<file path="config.mk">
export PLATFORM = sky130hd
export DESIGN_NAME = tx_gearbox_66b64b
export DESIGN_NICKNAME = d
export VERILOG_FILES = /design/src/rtl/pcs_tx_pkg.sv /design/src/rtl/sh_error_injector.sv /design/src/rtl/tx_gearbox_66b64b.sv
export SDC_FILE = /design/constraint.sdc
export NUM_CORES = 1
export LEC_CHECK = 0
export CAP_MARGIN = 0
export CORE_MARGIN = 10
export CORE_UTILIZATION = 24
export CTS_CLUSTER_DIAMETER = 120
export DETAILED_ROUTE_END_ITERATION = 12
export HOLD_SLACK_MARGIN = 0.06
export RECOVER_POWER = 50
export SLEW_MARGIN = 15
export SYNTH_ARGS = -nofsm -noshare
export SYNTH_HDL_FRONTEND = slang
export SYNTH_SLANG_ARGS = --single-unit
export TNS_END_PERCENT = 5
</file>
<file path="constraint.sdc">
create_clock -name i_clock -period 3.3 [get_ports i_clock]
set_input_delay 0.33 -clock i_clock [delete_from_list [all_inputs] [get_ports i_clock]]
set_output_delay 0.33 -clock i_clock [all_outputs]
set_load 0.02 [all_outputs]
</file>
<file path="src/rtl/pcs_tx_pkg.sv">
// Shared constants and helpers for the 64b/66b transmit path.
// Sync-header codes, gearbox geometry and the header-corruption helper.
package pcs_tx_pkg;

    localparam int NB_DATA_CODED  = 66;
    localparam int NB_DATA_OUT    = 64;
    localparam int NB_SEQ         = 6;
    localparam int MAX_INVALID_SH = 6;
    localparam int NB_INVALID_CNT = $clog2(MAX_INVALID_SH) + 1;
    localparam int GEARBOX_RATIO  = 32;

    localparam logic [1:0] SH_DATA    = 2'b01;
    localparam logic [1:0] SH_CTRL    = 2'b10;
    localparam logic [1:0] SH_INVALID = 2'b11;

    localparam logic [NB_SEQ-1:0]         SEQ_FLUSH = 6'd32;
    localparam logic [NB_INVALID_CNT-1:0] INJ_ZERO  = {NB_INVALID_CNT{1'b0}};
    localparam logic [NB_INVALID_CNT-1:0] INJ_ONE   = {{(NB_INVALID_CNT-1){1'b0}}, 1'b1};

    typedef enum logic [1:0] {
        PK_IDLE   = 2'd0,
        PK_ACCEPT = 2'd1,
        PK_FLUSH  = 2'd2
    } pack_op_e;

    // Replace the sync header with the invalid code, leaving the payload intact.
    function automatic logic [NB_DATA_CODED-1:0] force_invalid_sh(input logic [NB_DATA_CODED-1:0] blk);
        return {SH_INVALID, blk[NB_DATA_CODED-3:0]};
    endfunction

endpackage

</file>
<file path="src/rtl/sh_error_injector.sv">
// Sync-header error injector: a rising edge on the start level arms a burst
// of consecutive accepted blocks whose header is forced to the invalid code.
module sh_error_injector
    import pcs_tx_pkg::*;
(
    input  logic                      i_clock,
    input  logic                      i_reset,
    input  logic                      i_enable,
    input  logic                      i_accept,
    input  logic                      i_rf_inject_start,
    input  logic [NB_INVALID_CNT-1:0] i_rf_inject_count,
    input  logic [NB_DATA_CODED-1:0]  i_data,
    output logic [NB_DATA_CODED-1:0]  o_data,
    output logic                      o_inject_busy
);

    logic                      start_d_r;
    logic [NB_INVALID_CNT-1:0] inj_cnt_r;
    logic                      start_rise_s;
    logic                      busy_s;

    // Edge detect, busy flag and header mux in front of the packer.
    always_comb begin
        start_rise_s = i_rf_inject_start && !start_d_r;
        busy_s       = (inj_cnt_r != INJ_ZERO);
        if (busy_s) begin
            o_data = force_invalid_sh(i_data);
        end else begin
            o_data = i_data;
        end
    end

    assign o_inject_busy = busy_s;

    // Arm on a clean edge while idle; count down only on accepted blocks.
    always_ff @(posedge i_clock) begin
        if (!i_reset) begin
            start_d_r <= 1'b0;
            inj_cnt_r <= INJ_ZERO;
        end else if (i_enable) begin
            start_d_r <= i_rf_inject_start;
            if (start_rise_s && !busy_s && (i_rf_inject_count != INJ_ZERO)) begin
                inj_cnt_r <= i_rf_inject_count;
            end else if (i_accept && busy_s) begin
                inj_cnt_r <= inj_cnt_r - INJ_ONE;
            end else begin
                inj_cnt_r <= inj_cnt_r;
            end
        end else begin
            start_d_r <= start_d_r;
            inj_cnt_r <= inj_cnt_r;
        end
    end

endmodule

</file>
<file path="src/rtl/tx_gearbox_66b64b.sv">
// 66b->64b transmit gearbox: 32 blocks in, 33 words out, one flush cycle per
// frame during which the source is back-pressured.
module tx_gearbox_66b64b
    import pcs_tx_pkg::*;
(
    input  logic                      i_clock,
    input  logic                      i_reset,
    input  logic                      i_enable,
    input  logic                      i_valid,
    input  logic [NB_DATA_CODED-1:0]  i_data,
    output logic                      o_ready,
    input  logic                      i_rf_inject_start,
    input  logic [NB_INVALID_CNT-1:0] i_rf_inject_count,
    output logic                      o_inject_busy,
    output logic [NB_DATA_OUT-1:0]    o_data,
    output logic                      o_valid
);

    logic [NB_DATA_CODED-1:0]             blk_s;
    logic                                 accept_s;
    pack_op_e                             op_s;
    logic [NB_SEQ-1:0]                    seq_r;
    logic [NB_DATA_OUT-1:0]               res_r;
    logic [NB_DATA_OUT+NB_DATA_CODED-1:0] cat_s;
    logic [NB_SEQ:0]                      shamt_s;
    logic [NB_DATA_OUT-1:0]               word_s;
    logic [NB_DATA_OUT-1:0]               res_mask_s;
    logic [NB_DATA_OUT-1:0]               res_next_s;

    assign o_ready  = i_reset && i_enable && (seq_r != SEQ_FLUSH);
    assign accept_s = (op_s == PK_ACCEPT);

    sh_error_injector u_sh_error_injector (
        .i_clock           (i_clock),
        .i_reset           (i_reset),
        .i_enable          (i_enable),
        .i_accept          (accept_s),
        .i_rf_inject_start (i_rf_inject_start),
        .i_rf_inject_count (i_rf_inject_count),
        .i_data            (i_data),
        .o_data            (blk_s),
        .o_inject_busy     (o_inject_busy)
    );

    // Cycle decode and packing datapath; residual bits only occupy res[F-1:0].
    always_comb begin
        if (!i_reset || !i_enable) begin
            op_s = PK_IDLE;
        end else if (seq_r == SEQ_FLUSH) begin
            op_s = PK_FLUSH;
        end else if (i_valid) begin
            op_s = PK_ACCEPT;
        end else begin
            op_s = PK_IDLE;
        end
        // Bits above F in res are don't-care: the shift selects cat[F+65:F+2].
        shamt_s    = {seq_r, 1'b0} + 7'd2;
        cat_s      = {res_r, blk_s};
        word_s     = NB_DATA_OUT'(cat_s >> shamt_s);
        res_mask_s = (64'd1 << shamt_s) - 64'd1;
        res_next_s = blk_s[NB_DATA_OUT-1:0] & res_mask_s;
    end

    // Registered word output, residual and sequence counter.
    always_ff @(posedge i_clock) begin
        if (!i_reset) begin
            seq_r   <= 6'd0;
            res_r   <= 64'd0;
            o_data  <= 64'd0;
            o_valid <= 1'b0;
        end else begin
            case (op_s)
                PK_ACCEPT: begin
                    o_data  <= word_s;
                    res_r   <= res_next_s;
                    seq_r   <= seq_r + 6'd1;
                    o_valid <= 1'b1;
                end
                PK_FLUSH: begin
                    o_data  <= res_r;
                    seq_r   <= 6'd0;
                    o_valid <= 1'b1;
                end
                default: begin
                    o_valid <= 1'b0;
                end
            endcase
        end
    end

endmodule

</file>
==> impl_summary.log <==
INFO  metric outcome = complete, no violations
INFO  metric placement.io_buffers = 141
INFO  metric drive_above_1_share = 24.6%
INFO  metric cts_setup_buffers = 0
INFO  metric initial_utilization = 24.3%
INFO  metric timing_max_transition_violations_final = 0
INFO  metric multi_input_area = 11300 um^2
INFO  metric timing.setup.critical_path_class = reg2reg
INFO  metric instances_no_fill = 2981
INFO  metric dr_total_vias = 17500
INFO  metric vdd_drop_max = 0.000279 V
INFO  metric critical_path_capture_point_type = flop
INFO  metric globalplace.congestion = 1.01
INFO  metric tritoncts = built
INFO  metric number_of_different_library_cells_in_the_post_synthesis_netlist = 84
INFO  metric finalSetupViolations = 0
INFO  metric sequential_cell_area = 2810 um^2
INFO  metric cts_root_buffer = sky130_fd_sc_hd__clkbuf_16
INFO  metric yosys.area.top_type_share = 18.6%
INFO  metric grt_pass1_wl = 124000 um
INFO  metric critical_path_peak_fanout = 13
INFO  metric power_report.internal_total = 3480 uW
INFO  metric leakagePower = 0.00718 uW
INFO  metric place.detailed.instances = 2948
INFO  metric top_level_ports = 142
INFO  metric synth_nets = 1962
INFO  metric reg2reg_slack = 8 ps
INFO  metric first_iter_violations = 2404
INFO  metric place_hpwl = 69300 um
INFO  metric hold_path.class = in2reg
INFO  metric yosys-top-cells-area = sky130_fd_sc_hd__dfxtp_1 (19%), sky130_fd_sc_hd__mux2i_1 (10%), sky130_fd_sc_hd__mux4_2 (8.8%), sky130_fd_sc_hd__mux2_2 (8.1%), sky130_fd_sc_hd__o21ai_0 (4.8%)
INFO  metric combPwrFrac = 29.4%
INFO  metric worstPathArrival = 3700 ps
INFO  metric detail_route.wirelength = 87300 um
INFO  metric antenna_found_initial = 2
INFO  metric layout.filler_cells = 6634
INFO  metric ys_ff_latch = 140
INFO  metric switching_share = 35.4%
INFO  metric fin_skew = 15.5 ps
INFO  metric timing.final.ws_setup = 8.11 ps
INFO  metric dpl_cell_area = 19100 um^2
INFO  metric cts.sink_count = 140
INFO  metric final_hold_violating_endpoints = 0
INFO  metric clockPowerShare = 37.4%
INFO  metric synthToLayoutAreaGrowth = 31.0%
INFO  metric cts_htree_levels = 4
INFO  metric stdcell_area = 19700 um^2
INFO  metric worst_slew_pin_slew = 897 ps
INFO  metric synthesis.instances = 1876
INFO  metric pre_cts_ws = 10.0 ps
INFO  metric worstSkewPairLatency = 480 ps
INFO  metric mappedNetlistArea = 15100 um^2
INFO  metric p_sw = 1900 uW
INFO  metric max-cap-violations = 0
INFO  metric cts_buffer_depth = 2
INFO  metric yosysMostFrequentCell = sky130_fd_sc_hd__nand2_1
INFO  metric synth_warnings = 0
INFO  metric die_width = 271 um
INFO  metric nNetsFinal = 2216
INFO  metric ys_seq_area_share = 18.6%
INFO  metric timing.slew.headroom = 40.2%
INFO  metric setup_repair_after_global_routing_missed_its_margin = true
INFO  metric routed_via_density = 5.88
INFO  metric pin_count_of_the_biggest_net_entering_global_routing = 76
INFO  metric cts_inserted_buffers = 17
INFO  metric final_standard_cell_utilization_of_the_core = 31.9%
INFO  metric final_period_minus_worst_setup_slack = 3290 ps
INFO  metric power_per_cell_area = 272 nW/um^2
INFO  metric power.share.sequential = 33.2%
INFO  metric r2r_start = seq_r[1]
INFO  metric critical_path.reg2reg.endpoint = o_data[28]
INFO  metric clock.fmax = 304 MHz
INFO  metric globalRouteOverflowTotal = 0
INFO  metric first_pass_iters = 6
INFO  metric crit_required = 3710 ps
INFO  metric grt_usage = 22.8%
INFO  metric holdPathStages = 2
INFO  metric fin_crit_sh = 99.8%
INFO  metric dominantRegCellSynth = sky130_fd_sc_hd__dfxtp_1
INFO  metric synth_edf_count = 0
INFO  metric drc_errors = 0
INFO  metric asyncSetResetFlopFracSynth = 0%
INFO  metric placement_rows = 91
INFO  metric synth_area_per_cell = 8.03 um^2
INFO  metric remaining_antenna_violation_count = 0
INFO  metric detail_route.wl_per_cell = 29.3 um
INFO  metric setup.worst_path.start_class = flop
INFO  metric r2r_cells = 11
INFO  metric synth.cells.most_frequent = sky130_fd_sc_hd__nand2_1 (165), sky130_fd_sc_hd__mux2i_1 (158), sky130_fd_sc_hd__o21ai_0 (146), sky130_fd_sc_hd__nor2_1 (143), sky130_fd_sc_hd__dfxtp_1 (140)
INFO  metric die_area = 73200 um^2
INFO  metric min_from = i_reset
INFO  metric timing.hold.worst_endpoint = u_sh_error_injector.start_d_r
INFO  metric clk_transition_reported_paths = 70 ps
INFO  metric core_area = 61900 um^2
INFO  metric vias_in_the_first_global_route = 16700
INFO  metric dieHeight = 271 um
INFO  metric synthDominantAreaCellType = sky130_fd_sc_hd__dfxtp_1
-- area by class of cell --
class	count	area share (%)
clock inverter	15	0.779
antenna	1	0.0127
sequential	140	14.2
clock buffer	17	2.15
timing repair buffer	428	19.4
tap	837	5.30
inverter	35	0.665
multi-input combinational	1508	57.4
-- kinds of logic after synthesis --
group           Yosys count  synth area share, %
compound gates          602                 27.2
xor+xnor                 22                 1.45
fa+ha+maj                11                0.913
buf+inv                 228                 6.91
flops                   140                 18.6
mux                     327                 27.6
simple gates            546                 17.3
-- registers in the layout (all words and copies together), names as in the netlist --
| signal | count |
|---|---|
| u_sh_error_injector.inj_cnt_r | 4 |
| o_data | 64 |
| seq_r | 6 |
| u_sh_error_injector.start_d_r | 1 |
| res_r | 64 |
| o_valid | 1 |
-- worst max path at each step --
stage            endpoint  depth (start not counted)      from  slack, ps
2_1_floorplan  o_data[36]                         14  seq_r[0]          6
3_3_place_gp   o_data[21]                         10  seq_r[0]         -3
5_1_grt         o_data[1]                         10  seq_r[0]        -90
4_1_cts        o_data[11]                          9  seq_r[0]         30
6_report       o_data[28]                         11  seq_r[1]          8
3_5_place_dp    res_r[28]                         13  seq_r[1]         10
-- worst max-delay path: stages, from the launching register on --
cell and delay [ps]:
sky130_fd_sc_hd__dfxtp_1 370, sky130_fd_sc_hd__buf_4 230, sky130_fd_sc_hd__ha_2 290, sky130_fd_sc_hd__nand3_1 120, sky130_fd_sc_hd__buf_4 200, sky130_fd_sc_hd__xnor2_1 160, sky130_fd_sc_hd__buf_4 240, sky130_fd_sc_hd__a21oi_1 720
sky130_fd_sc_hd__buf_4 370, sky130_fd_sc_hd__nand2_1 90, sky130_fd_sc_hd__o2111ai_1 150, sky130_fd_sc_hd__o2111a_1 270
-- power by group through the flow --
stage	combinational, uW	clock (uW)	sequential, uW
after floorplan	776	0	1840
after global placement	1550	0	1830
after detailed placement	1550	0	1830
after CTS	1560	2030	1790
after global routing	1660	2100	1790
final	1580	2010	1790
-- layer usage --
layer,GRT usage (%),up-vias,wire length (um)
met5,0,-,12
met4,9.19,2,3500
met3,5.33,168,8960
met2,33.1,1091,36500
met1,31.8,8611,38400
li1,-,7670,-
-- cells in the final DEF, fill, tap and decap left out, types with 35 or more instances in the layout --
| cell | netlist | final |
|---|---|---|
| sky130_fd_sc_hd__mux2i_1 | 158 | 155 |
| sky130_fd_sc_hd__dlygate4sd3_1 | 0 | 67 |
| sky130_fd_sc_hd__inv_1 | 35 | 35 |
| sky130_fd_sc_hd__nor2_1 | 143 | 142 |
| sky130_fd_sc_hd__nand2_1 | 165 | 165 |
| sky130_fd_sc_hd__nor3_1 | 38 | 38 |
| sky130_fd_sc_hd__nand3_1 | 50 | 51 |
| sky130_fd_sc_hd__a21oi_1 | 107 | 106 |
| sky130_fd_sc_hd__mux4_2 | 59 | 59 |
| sky130_fd_sc_hd__nand2b_1 | 41 | 41 |
| sky130_fd_sc_hd__o21ai_0 | 146 | 142 |
| sky130_fd_sc_hd__a211oi_1 | 54 | 50 |
| sky130_fd_sc_hd__dfxtp_1 | 140 | 139 |
| sky130_fd_sc_hd__clkdlybuf4s50_1 | 0 | 73 |
| sky130_fd_sc_hd__o211ai_1 | 42 | 42 |
| sky130_fd_sc_hd__buf_4 | 20 | 263 |
| sky130_fd_sc_hd__mux2_2 | 108 | 108 |
-- metrics by stage --
stage | hold WS [ps] | total power (uW) | setup TNS (ps)
3_5_place_dp | 438 | 3380 | 0
6_report | 175 | 5380 | 0
2_1_floorplan | 453 | 2620 | 0
4_1_cts | 151 | 5380 | 0
5_1_grt | 169 | 5560 | -402
3_3_place_gp | 434 | 3380 | -3.21
-- repair_timing --
item	CTS	global route
setup endpoints to repair	1	22
hold buffers	0	0
resized for setup	1	15
pin swaps	0	4
(Power assumes the default switching activity.)
